--- config.mk ---
export PLATFORM = sky130hd
export DESIGN_NAME = eth_frame_receiver
export DESIGN_NICKNAME = d
export VERILOG_FILES = /design/src/rtl/eth_frame_receiver.sv
export SDC_FILE = /design/constraint.sdc
export NUM_CORES = 1
export LEC_CHECK = 0
export CORE_ASPECT_RATIO = 0.7
export CORE_MARGIN = 4
export CORE_UTILIZATION = 35
export CTS_BUF_LIST = sky130_fd_sc_hd__clkbuf_16
export DETAILED_ROUTE_END_ITERATION = 8
export GPL_TIMING_DRIVEN = 0
export SYNTH_ARGS = -nofsm -noshare
export SYNTH_HDL_FRONTEND = slang
export SYNTH_SLANG_ARGS = --single-unit
--- constraint.sdc ---
create_clock -name clk -period 4.2 [get_ports clk]
set_clock_uncertainty 0.15 [all_clocks]
set_input_delay 0.84 -clock clk [delete_from_list [all_inputs] [get_ports clk]]
set_output_delay 0.84 -clock clk [all_outputs]
set_load 0.05 [all_outputs]
--- src/rtl/eth_frame_receiver.sv ---
// eth_frame_receiver: parses a byte-serial Ethernet frame (DST MAC .. FCS).
// Captures the header, filters on destination MAC and streams the payload
// through a 4-byte delay line so the FCS is never emitted. It also checks
// the reflected CRC-32 and reports per-frame status on frame_done.
//
// Ports:
//   clk, rst                 clock, asynchronous active-low reset
//   rx_data/rx_valid/rx_last input byte stream, rx_last marks FCS byte 3
//   dst_mac/src_mac/ethertype captured header fields
//   hdr_valid                pulse when an accepted header is complete
//   pl_data/pl_valid/pl_last payload byte stream
//   frame_done               end-of-frame pulse; payload_len, crc_err,
//                            len_err and drop are valid with it
module eth_frame_receiver #(
    parameter int unsigned MAX_PAYLOAD = 1500,
    parameter bit          FILTER_EN   = 1'b1,
    parameter logic [47:0] LOCAL_MAC   = 48'hAABBCCDDEEFF,
    parameter bit          CHECK_FCS   = 1'b1
) (
    input  logic        clk,
    input  logic        rst,
    input  logic [7:0]  rx_data,
    input  logic        rx_valid,
    input  logic        rx_last,
    output logic [47:0] dst_mac,
    output logic [47:0] src_mac,
    output logic [15:0] ethertype,
    output logic        hdr_valid,
    output logic [7:0]  pl_data,
    output logic        pl_valid,
    output logic        pl_last,
    output logic        frame_done,
    output logic [15:0] payload_len,
    output logic        crc_err,
    output logic        len_err,
    output logic        drop
);

    localparam int unsigned CNT_W    = 32;
    localparam int unsigned EMIT_W   = 17;
    localparam int unsigned DL_DEPTH = 4;
    localparam int unsigned HDR_LEN  = 18;

    localparam logic [31:0] CRC_INIT    = 32'hFFFF_FFFF;
    localparam logic [31:0] CRC_RESIDUE = 32'hDEBB_20E3;
    localparam logic [31:0] CRC_POLY_R  = 32'hEDB8_8320;
    localparam logic [47:0] BCAST_MAC   = 48'hFFFF_FFFF_FFFF;

    typedef enum logic [2:0] {
        IDLE,
        DST,
        SRC,
        TYPE,
        PAYLOAD,
        DROP
    } state_t;

    state_t             state_q;
    state_t             state_d;
    logic [CNT_W-1:0]   idx_q;        // bytes already received in this frame
    logic [EMIT_W-1:0]  emit_cnt_q;   // payload bytes emitted so far
    logic [2:0]         fill_q;       // delay line occupancy, saturates at 4
    logic [7:0]         dl_q [DL_DEPTH];
    logic [31:0]        crc_q;
    logic [31:0]        crc_next;
    logic               reject_q;

    logic               dst_ok_c;
    logic               reject_now_c;
    logic               hdr_fire_c;
    logic               emit_fire_c;
    logic               done_fire_c;
    logic [CNT_W-1:0]   total_c;

    // One byte of LSB-first CRC-32 update
    function automatic logic [31:0] crc_byte(input logic [31:0] c, input logic [7:0] d);
        logic [31:0] r;
        r = c ^ {24'd0, d};
        for (int b = 0; b < 8; b++) begin
            r = r[0] ? ((r >> 1) ^ CRC_POLY_R) : (r >> 1);
        end
        return r;
    endfunction

    assign crc_next = crc_byte(crc_q, rx_data);
    assign total_c  = idx_q + CNT_W'(1);

    // Filter uses the five captured bytes plus the incoming DST byte 5
    assign dst_ok_c = !FILTER_EN
                   || ({dst_mac[47:8], rx_data} == LOCAL_MAC)
                   || ({dst_mac[47:8], rx_data} == BCAST_MAC);

    // State register
    always_ff @(posedge clk or negedge rst) begin
        if (!rst) begin
            state_q <= IDLE;
        end else begin
            state_q <= state_d;
        end
    end

    // Next state and per-byte event decode
    always_comb begin
        state_d      = state_q;
        hdr_fire_c   = 1'b0;
        emit_fire_c  = 1'b0;
        done_fire_c  = 1'b0;
        reject_now_c = 1'b0;
        if (rx_valid) begin
            case (state_q)
                IDLE: state_d = DST;
                DST: begin
                    if (idx_q == CNT_W'(5)) begin
                        if (dst_ok_c) begin
                            state_d = SRC;
                        end else begin
                            state_d      = DROP;
                            reject_now_c = 1'b1;
                        end
                    end
                end
                SRC: begin
                    if (idx_q == CNT_W'(11)) state_d = TYPE;
                end
                TYPE: begin
                    if (idx_q == CNT_W'(13)) begin
                        state_d    = PAYLOAD;
                        hdr_fire_c = 1'b1;
                    end
                end
                PAYLOAD: begin
                    // A push into a full line releases the oldest byte,
                    // unless that byte would exceed the payload limit
                    if (fill_q == 3'(DL_DEPTH)) begin
                        if (emit_cnt_q == EMIT_W'(MAX_PAYLOAD)) begin
                            state_d = DROP;
                        end else begin
                            emit_fire_c = 1'b1;
                        end
                    end
                end
                DROP: state_d = DROP;
                default: state_d = IDLE;
            endcase
            if (rx_last) begin
                state_d     = IDLE;
                done_fire_c = 1'b1;
            end
        end
    end

    // Datapath: header capture, delay line, CRC, counters and status
    always_ff @(posedge clk or negedge rst) begin
        if (!rst) begin
            idx_q       <= '0;
            emit_cnt_q  <= '0;
            fill_q      <= '0;
            crc_q       <= CRC_INIT;
            reject_q    <= 1'b0;
            for (int i = 0; i < DL_DEPTH; i++) dl_q[i] <= '0;
            dst_mac     <= '0;
            src_mac     <= '0;
            ethertype   <= '0;
            hdr_valid   <= 1'b0;
            pl_data     <= '0;
            pl_valid    <= 1'b0;
            pl_last     <= 1'b0;
            frame_done  <= 1'b0;
            payload_len <= '0;
            crc_err     <= 1'b0;
            len_err     <= 1'b0;
            drop        <= 1'b0;
        end else begin
            hdr_valid  <= hdr_fire_c;
            pl_valid   <= emit_fire_c;
            pl_last    <= emit_fire_c && rx_last;
            frame_done <= done_fire_c;
            if (emit_fire_c) begin
                pl_data    <= dl_q[0];
                emit_cnt_q <= emit_cnt_q + EMIT_W'(1);
            end
            if (rx_valid) begin
                for (int i = 0; i < 6; i++) begin
                    if (idx_q == CNT_W'(i))     dst_mac[8*(5-i) +: 8] <= rx_data;
                    if (idx_q == CNT_W'(6 + i)) src_mac[8*(5-i) +: 8] <= rx_data;
                end
                if (idx_q == CNT_W'(12)) ethertype[15:8] <= rx_data;
                if (idx_q == CNT_W'(13)) ethertype[7:0]  <= rx_data;

                if (state_q == PAYLOAD) begin
                    for (int i = 0; i < DL_DEPTH - 1; i++) dl_q[i] <= dl_q[i+1];
                    dl_q[DL_DEPTH-1] <= rx_data;
                    if (fill_q != 3'(DL_DEPTH)) fill_q <= fill_q + 3'd1;
                end
                if (reject_now_c) reject_q <= 1'b1;

                if (rx_last) begin
                    idx_q       <= '0;
                    crc_q       <= CRC_INIT;
                    fill_q      <= '0;
                    emit_cnt_q  <= '0;
                    reject_q    <= 1'b0;
                    payload_len <= (total_c < CNT_W'(HDR_LEN)) ? 16'd0
                                                               : 16'(total_c - CNT_W'(HDR_LEN));
                    len_err     <= (total_c < CNT_W'(HDR_LEN))
                                || ((total_c - CNT_W'(HDR_LEN)) > CNT_W'(MAX_PAYLOAD));
                    crc_err     <= CHECK_FCS && (crc_next != CRC_RESIDUE);
                    drop        <= reject_q || reject_now_c;
                end else begin
                    idx_q <= idx_q + CNT_W'(1);
                    crc_q <= crc_next;
                end
            end
        end
    end

endmodule

==> results of run 1 <==
-- area by class of cell --
class / count / area share (%)
diodes: 1 / 0.01524
plain buffers: 75 / 2.118
clock buffers: 27 / 4.115
clock inverters: 22 / 1.730
inverters: 25 / 0.5715
multi-input cells: 830 / 37.93
flip-flops and latches: 263 / 40.34
well taps: 488 / 3.718
repair buffers: 151 / 9.464
-- per-layer routing --
metal | vias to the layer above | global-route usage, %
met4 | 0 | 2.508
li1 | 4685 | -
met5 | - | 0
met1 | 5058 | 27.68
met2 | 280 | 26.63
met3 | 40 | 3.980
-- cell families after synthesis --
| family | Yosys count |
|---|---|
| xor+xnor | 114 |
| simple gates | 364 |
| compound gates | 190 |
| buf+inv | 100 |
| fa+ha+maj | 11 |
| mux | 151 |
| flops | 263 |
-- worst max-delay path by stage --
stage	to	depth (start not counted)	startpoint
after global placement	src_mac[10]$_DFFE_PN0P_	1	rst
after CTS	crc_err$_DFFE_PN0P_	11	rx_data[7]
after global routing	crc_err$_DFFE_PN0P_	9	rx_data[5]
after floorplan	crc_err$_DFFE_PN0P_	10	rx_data[0]
after detailed placement	crc_err$_DFFE_PN0P_	11	rx_data[1]
final	crc_err$_DFFE_PN0P_	9	rx_data[5]
-- power groups by stage --
stage	logic [uW]	registers, uW	clock network [uW]
3_5_place_dp	4300	3660	0
2_1_floorplan	2100	4540	0
4_1_cts	4330	3620	2700
5_1_grt	4590	3710	2800
3_3_place_gp	4260	3650	0
6_report	4310	3630	2640
-- repair_timing --
action                                  in CTS  in global routing
resized for setup                            1                  9
hold buffers                                 0                  0
endpoints found under the setup margin       1                 18
-- registers in the layout, indices dropped and copies added, names as in the netlist --
name and count:
payload_len 16, reject_q 1, pl_data 8, drop 1, pl_valid 1, src_mac 48, len_err 1, crc_err 1
crc_q 32, dl_q 32, dst_mac 48, frame_done 1, fill_q 3, idx_q 32, hdr_valid 1, pl_last 1
emit_cnt_q 17, ethertype 16, state_q 3
-- cells in the final DEF (no fill, tap or decap), types with 9 or more instances in the layout --
cell               n
a21oi_1           25
a22o_1             9
a31oi_1           19
and3_1            12
buf_1             11
buf_2             10
clkbuf_1          46
clkbuf_16         27
clkdlybuf4s50_1  147
dfrtp_1          229
dfstp_2           32
ha_1              11
inv_1             29
mux2_2           146
nand2_1           94
nand3_1           27
nand4_1           26
nor2_1            67
nor3_1            28
nor4_1            30
o21ai_0           40
o22a_1            23
o22ai_1           10
o2bb2ai_1         13
or3_1             10
xnor2_1           71
xor2_1            36
-- through the flow --
step           hold WS [ns]  power, uW  instance area [um2]  cells  TNS [ns]
6_report            0.02345      10580                16420   1882         0
5_1_grt             0.03474      11100                16420   1881         0
4_1_cts             0.02593      10650                16380   1881         0
3_5_place_dp         0.2978       7963                15410   1832   -0.6559
3_3_place_gp         0.3031       7906                15350   1830  -2366.29
2_1_floorplan        0.2848       6647                13250   1193         0
==> run metrics, run 1 <==
CP endpoint kind register; Fillers approximately 3400; final net count 1396; H-tree depth 1; die height about 170 um; clock sink count 263; peak supply drop 0.0002819 V; mux share of post-synthesis cell area about an eighth; drt via density approximately 5.3; initial antenna violation count 0; Flop pwr share ~34%; Core ar. ~0.037 mm2; delay-heaviest family, CP XOR/XNOR gates; Pint 6503 uW; power per cell area 644.2 mW/mm2; M1 wire length about 18000 um; XOR/XNOR share of the synthesized area 7.992%; clk slew on worst S/H paths 0.07 ns; area share of the largest cell type after synthesis about 44%; Crit path required time 4.47 ns; ANT nets after route 0; reg-to-reg startpoint idx_q[0]$_DFFE_PN0P_; first-pass GRT wire length approximately 59000 um; Register Area between 0.006 and 0.007 mm2; Remaining Overflow, GRT 0; CTS tree yes; hpwl dp 27360 um; die area slightly above 0.04 mm2; combinational fraction of design power approximately 41%; largest family of logic cells by synthesized area simple AND/OR/NAND/NOR gates; simple-gate portion of the synthesized area about 15%; Worst EP arrival between 4 and 5 ns; final worst-path cycle share between 90% and 100%; FMAX around 250 MHz; Sw Ratio about 39%; Clock power frac approximately a quarter; min-delay worst type input pin to asynchronous set/reset pin; Commonest cells post-synth dfrtp_1 (231), mux2_2 (146), nand2_1 (94); vias 10060; Die W between 200 and 250 um; R2R Path End len_err$_DFFE_PN0P_; crit path max-delay cell type xnor2_1; cell taking the most area after synthesis dfrtp_1; DR DRC count 0; GP Congestion 0.9326; Area Overhead vs Synth 23.97%; Crit path top cell by count o21ai_0; post-synthesis sequential area ratio about 50%; Distinct cells, synth between 80 and 90; Synth Area in Compound Gates between 10 and 15%; fin util between 40% and 50%; post-route minimum period ~4.1 ns; root buf cell clkbuf_16; post-synthesis cell area 0.01325 mm2; ys async rst share between 90% and 100%; worst path bufs/invs 1; post-synthesis register bit count 263; DR top layer met4; Main synth FF type dfrtp_1; post-CTS setup buffers 0; Final Max Tran Viols 0; Synth area leaders dfrtp_1 (44%), mux2_2 (12%), dfstp_2 (6.3%), xnor2_1 (4.8%), nand2_1 (2.7%); most common cell in the netlist dfrtp_1; IO Count about 160; WL final ~38000 um; status finished, final reports clean; initial core utilization 35.53%; Port Buf Inserts 149; cts bufs inserted 27; met2 wire length ~17000 um; Skew-Pair Late Insertion Delay about 0.56 ns; WL/cell 20.20 um; maximum clock insertion buffer count 3; Slew @ Worst Pin ~1.3 ns; Rows 59; max cap viols 0; worst setup path class input pin to register; max incr delay on CP approximately 0.8 ns; Adder-Cell Fraction of Synth Area just over 1%; CP max FO 8; largest net degree at the start of global routing 112; reg2reg setup slack about 0.25 ns; All-Layer GR Usage between 10% and 20%; syn_area_per_cell approximately 11 um2; RSZ-0062 raised after global routing no; Cells after Synth ~1200; crit-path cells clkdlybuf4s50_1 > xnor2_1 > xor2_1 > and3_1 > o21ai_0 > a211o_1 > nor4_1 > o21ai_0 > o32a_1; Initial DRT Pass Iterations 6; Post-synth EDFFs 0; type of origin of the critical path input pin; Final Hold Viols 0; share of cells above drive strength 1 19.67%; Iter 0 DRT Violations a little under 1000; footprint of the multi-input gates 0.006228 mm2; R2R depth 13; LEAKAGE 0.006813 uW; wire length on met3 about 2400 um; relative slew slack under 10%; setup ws final 0.1331 ns; post-place setup slack -0.6559 ns; vias in the first global route between 9000 and 10000; setup violators final 0; Synth Net Count between 1000 and 1500; Sw Pwr 4076 uW; yosys warns 0
(Power assumes the default switching activity.)
==> run 2, diff against run 1 <==
Settings changed: GPL_TIMING_DRIVEN 0 to unset.
==> run metrics, run 2 (synthesized netlist as in run 1, its figures left out) <==
status finished, final reports clean (unchanged); IO Count 155 (unchanged); post-route minimum period 3.871 ns (was 4.067 ns); Crit path required time 4.49 ns (was 4.47 ns); Die W 240.5 um (unchanged); root buf cell clkbuf_16 (unchanged); WL final 37490 um (was 38010 um); most common cell after layout, fill and taps aside dfrtp_1 (unchanged); type of origin of the critical path register (was input pin); crit-path cells nand4_4 > or4_2 > nor2_1 > nand4_1 > xor2_1 > nand3_1 > or4_1 > nor4_2 > a31oi_1 (was clkdlybuf4s50_1 > xnor2_1 > xor2_1 > and3_1 > o21ai_0 > a211o_1 > nor4_1 > o21ai_0 > o32a_1); clock sink count 263 (unchanged); WL/cell 20.06 um (was 20.20 um); All-Layer GR Usage 17.73% (was 18.01%); final net count 1383 (was 1396); Rows 59 (unchanged); Final Hold Viols 0 (unchanged); die height 170.8 um (unchanged); CP max FO 19 (was 8); Hold-fix buffers, CTS 0 (unchanged); max cap viols 0 (unchanged); Regs by FF count dst_mac (48), src_mac (48) (unchanged); crit path max-delay cell type dfrtp_1 (was xnor2_1); vias 10040 (was 10060); Initial DRT Pass Iterations 5 (was 6); TNS Setup 0 ns (unchanged); hpwl dp 26600 um (was 27360 um); Iter 0 DRT Violations 884 (was 968); Remaining Overflow, GRT 0 (unchanged); clk slew on worst S/H paths 0.07 ns (about the same); ANT nets after route 0 (unchanged); final worst-path cycle share 92.17% (was 96.83%); crit path from idx_q[2]$_DFFE_PN0P_ (was rx_data[5]); Port Buf Inserts 154 (was 149); commonest cells after routing, fill and taps aside dfrtp_1 (230), clkdlybuf4s50_1 (152), mux2_2 (146) (was dfrtp_1 (229), clkdlybuf4s50_1 (147), mux2_2 (146)); Final Max Tran Viols 0 (unchanged); Skew-Pair Late Insertion Delay 0.56 ns (about the same); FMAX 258.3 MHz (was 245.9 MHz); die area 0.04107 mm2 (unchanged); worst setup path class register to register (was input pin to register); initial antenna violation count 1 (was 0); cts bufs inserted 27 (unchanged); R2R depth 9 (was 13); power per cell area 638.0 mW/mm2 (was 644.2 mW/mm2); relative slew slack 39.00% (was 9.568%); RSZ-0062 raised after global routing no (unchanged); vias in the first global route 9750 (was 9732); Gates resized, CTS repair 0 (was 1); total power 10480 uW (was 10580 uW); setup violators final 0 (unchanged); max incr delay on CP 0.76 ns (was 0.79 ns); share of cells above drive strength 1 22.16% (was 19.67%); maximum clock insertion buffer count 3 (unchanged); largest net degree at the start of global routing 103 (was 112); first-pass GRT wire length 58150 um (was 58690 um); Fillers 3435 (was 3403); min-delay worst type input pin to asynchronous set/reset pin (unchanged); Worst setup endpoint len_err$_DFFE_PN0P_ (was crc_err$_DFFE_PN0P_); antenna cell count 0 (was 1); drt via density 5.371 (was 5.347); R2R Path End len_err$_DFFE_PN0P_ (unchanged); Slew @ Worst Pin 0.9067 ns (was 1.346 ns); Core ar. 0.03728 mm2 (unchanged); reg-to-reg startpoint idx_q[2]$_DFFE_PN0P_ (was idx_q[0]$_DFFE_PN0P_); initial core utilization 35.53% (unchanged); DR DRC count 0 (unchanged); CTS tree yes (unchanged); peak supply drop 0.0003388 V (was 0.0002819 V); CP endpoint kind register (unchanged); LEAKAGE 0.006910 uW (was 0.006813 uW); GP Congestion 0.8876 (was 0.9326); Worst EP arrival 4.16 ns (was 4.33 ns); post-CTS setup buffers 0 (unchanged); Area Overhead vs Synth 23.97% (about the same); H-tree depth 1 (unchanged); reg2reg setup slack 0.33 ns (was 0.25 ns)
run 2: worst min path at each step:
stage | slack [ns] | depth (start not counted) | from | endpoint
final | 0.16 | 1 | rst | payload_len[11]$_DFFE_PN0P_
after global routing | 0.22 | 1 | rst | payload_len[15]$_DFFE_PN0P_
after CTS | 0.22 | 1 | rst | len_err$_DFFE_PN0P_
after detailed placement | 0.31 | 2 | dl_q[27]$_DFFE_PN0P_ | pl_data[3]$_DFFE_PN0P_
after global placement | 0.30 | 2 | dl_q[27]$_DFFE_PN0P_ | pl_data[3]$_DFFE_PN0P_
after floorplan | 0.28 | 2 | dl_q[24]$_DFFE_PN0P_ | pl_data[0]$_DFFE_PN0P_
run 2: final cells by class:
type | count | area [um2] | area share (%)
tap | 488 | 610.6 | 3.719
multi-input combinational | 830 | 6197 | 37.74
timing repair buffer | 213 | 2022 | 12.31
inverter | 25 | 93.84 | 0.5715
sequential | 263 | 6623 | 40.33
clock inverter | 23 | 197.7 | 1.204
clock buffer | 27 | 675.6 | 4.115
run 2: where the power goes:
group          total (uW)  internal [uW]  switching, uW
sequential           3650           3190            460
combinational        4410           1830           2580
clock                2420           1360           1060
total               10500           6380           4100
run 2: per-stage QoR:
stage	utilization, %	instances	hold WS, ns	worst slack, ns	area (um2)
2_1_floorplan	-	1193	0.2848	0.8608	13250
3_3_place_gp	41.70	1819	0.2985	0.2811	15540
3_5_place_dp	41.70	1819	0.3079	0.2722	15540
4_1_cts	44.04	1869	0.2185	0.2707	16420
5_1_grt	44.04	1869	0.2175	0.1360	16420
6_report	44.04	1869	0.1619	0.3290	16420
run 2: critical path, delay by kind of cell (launching register included):
kind,cells,cell delay [ns]
simple gates,7,2.25
xor+xnor,1,0.44
compound gates,1,0.13
flops,1,0.76
run 2: routing by layer:
metal / vias to the layer above / share of wire (%) / global-route usage (%)
met2: 252 / 43 / 25.91
met4: 2 / 1.6 / 2.959
met3: 35 / 5.6 / 3.352
met1: 5099 / 49 / 27.65
li1: 4650 / - / -
met5: - / 0.029 / 0
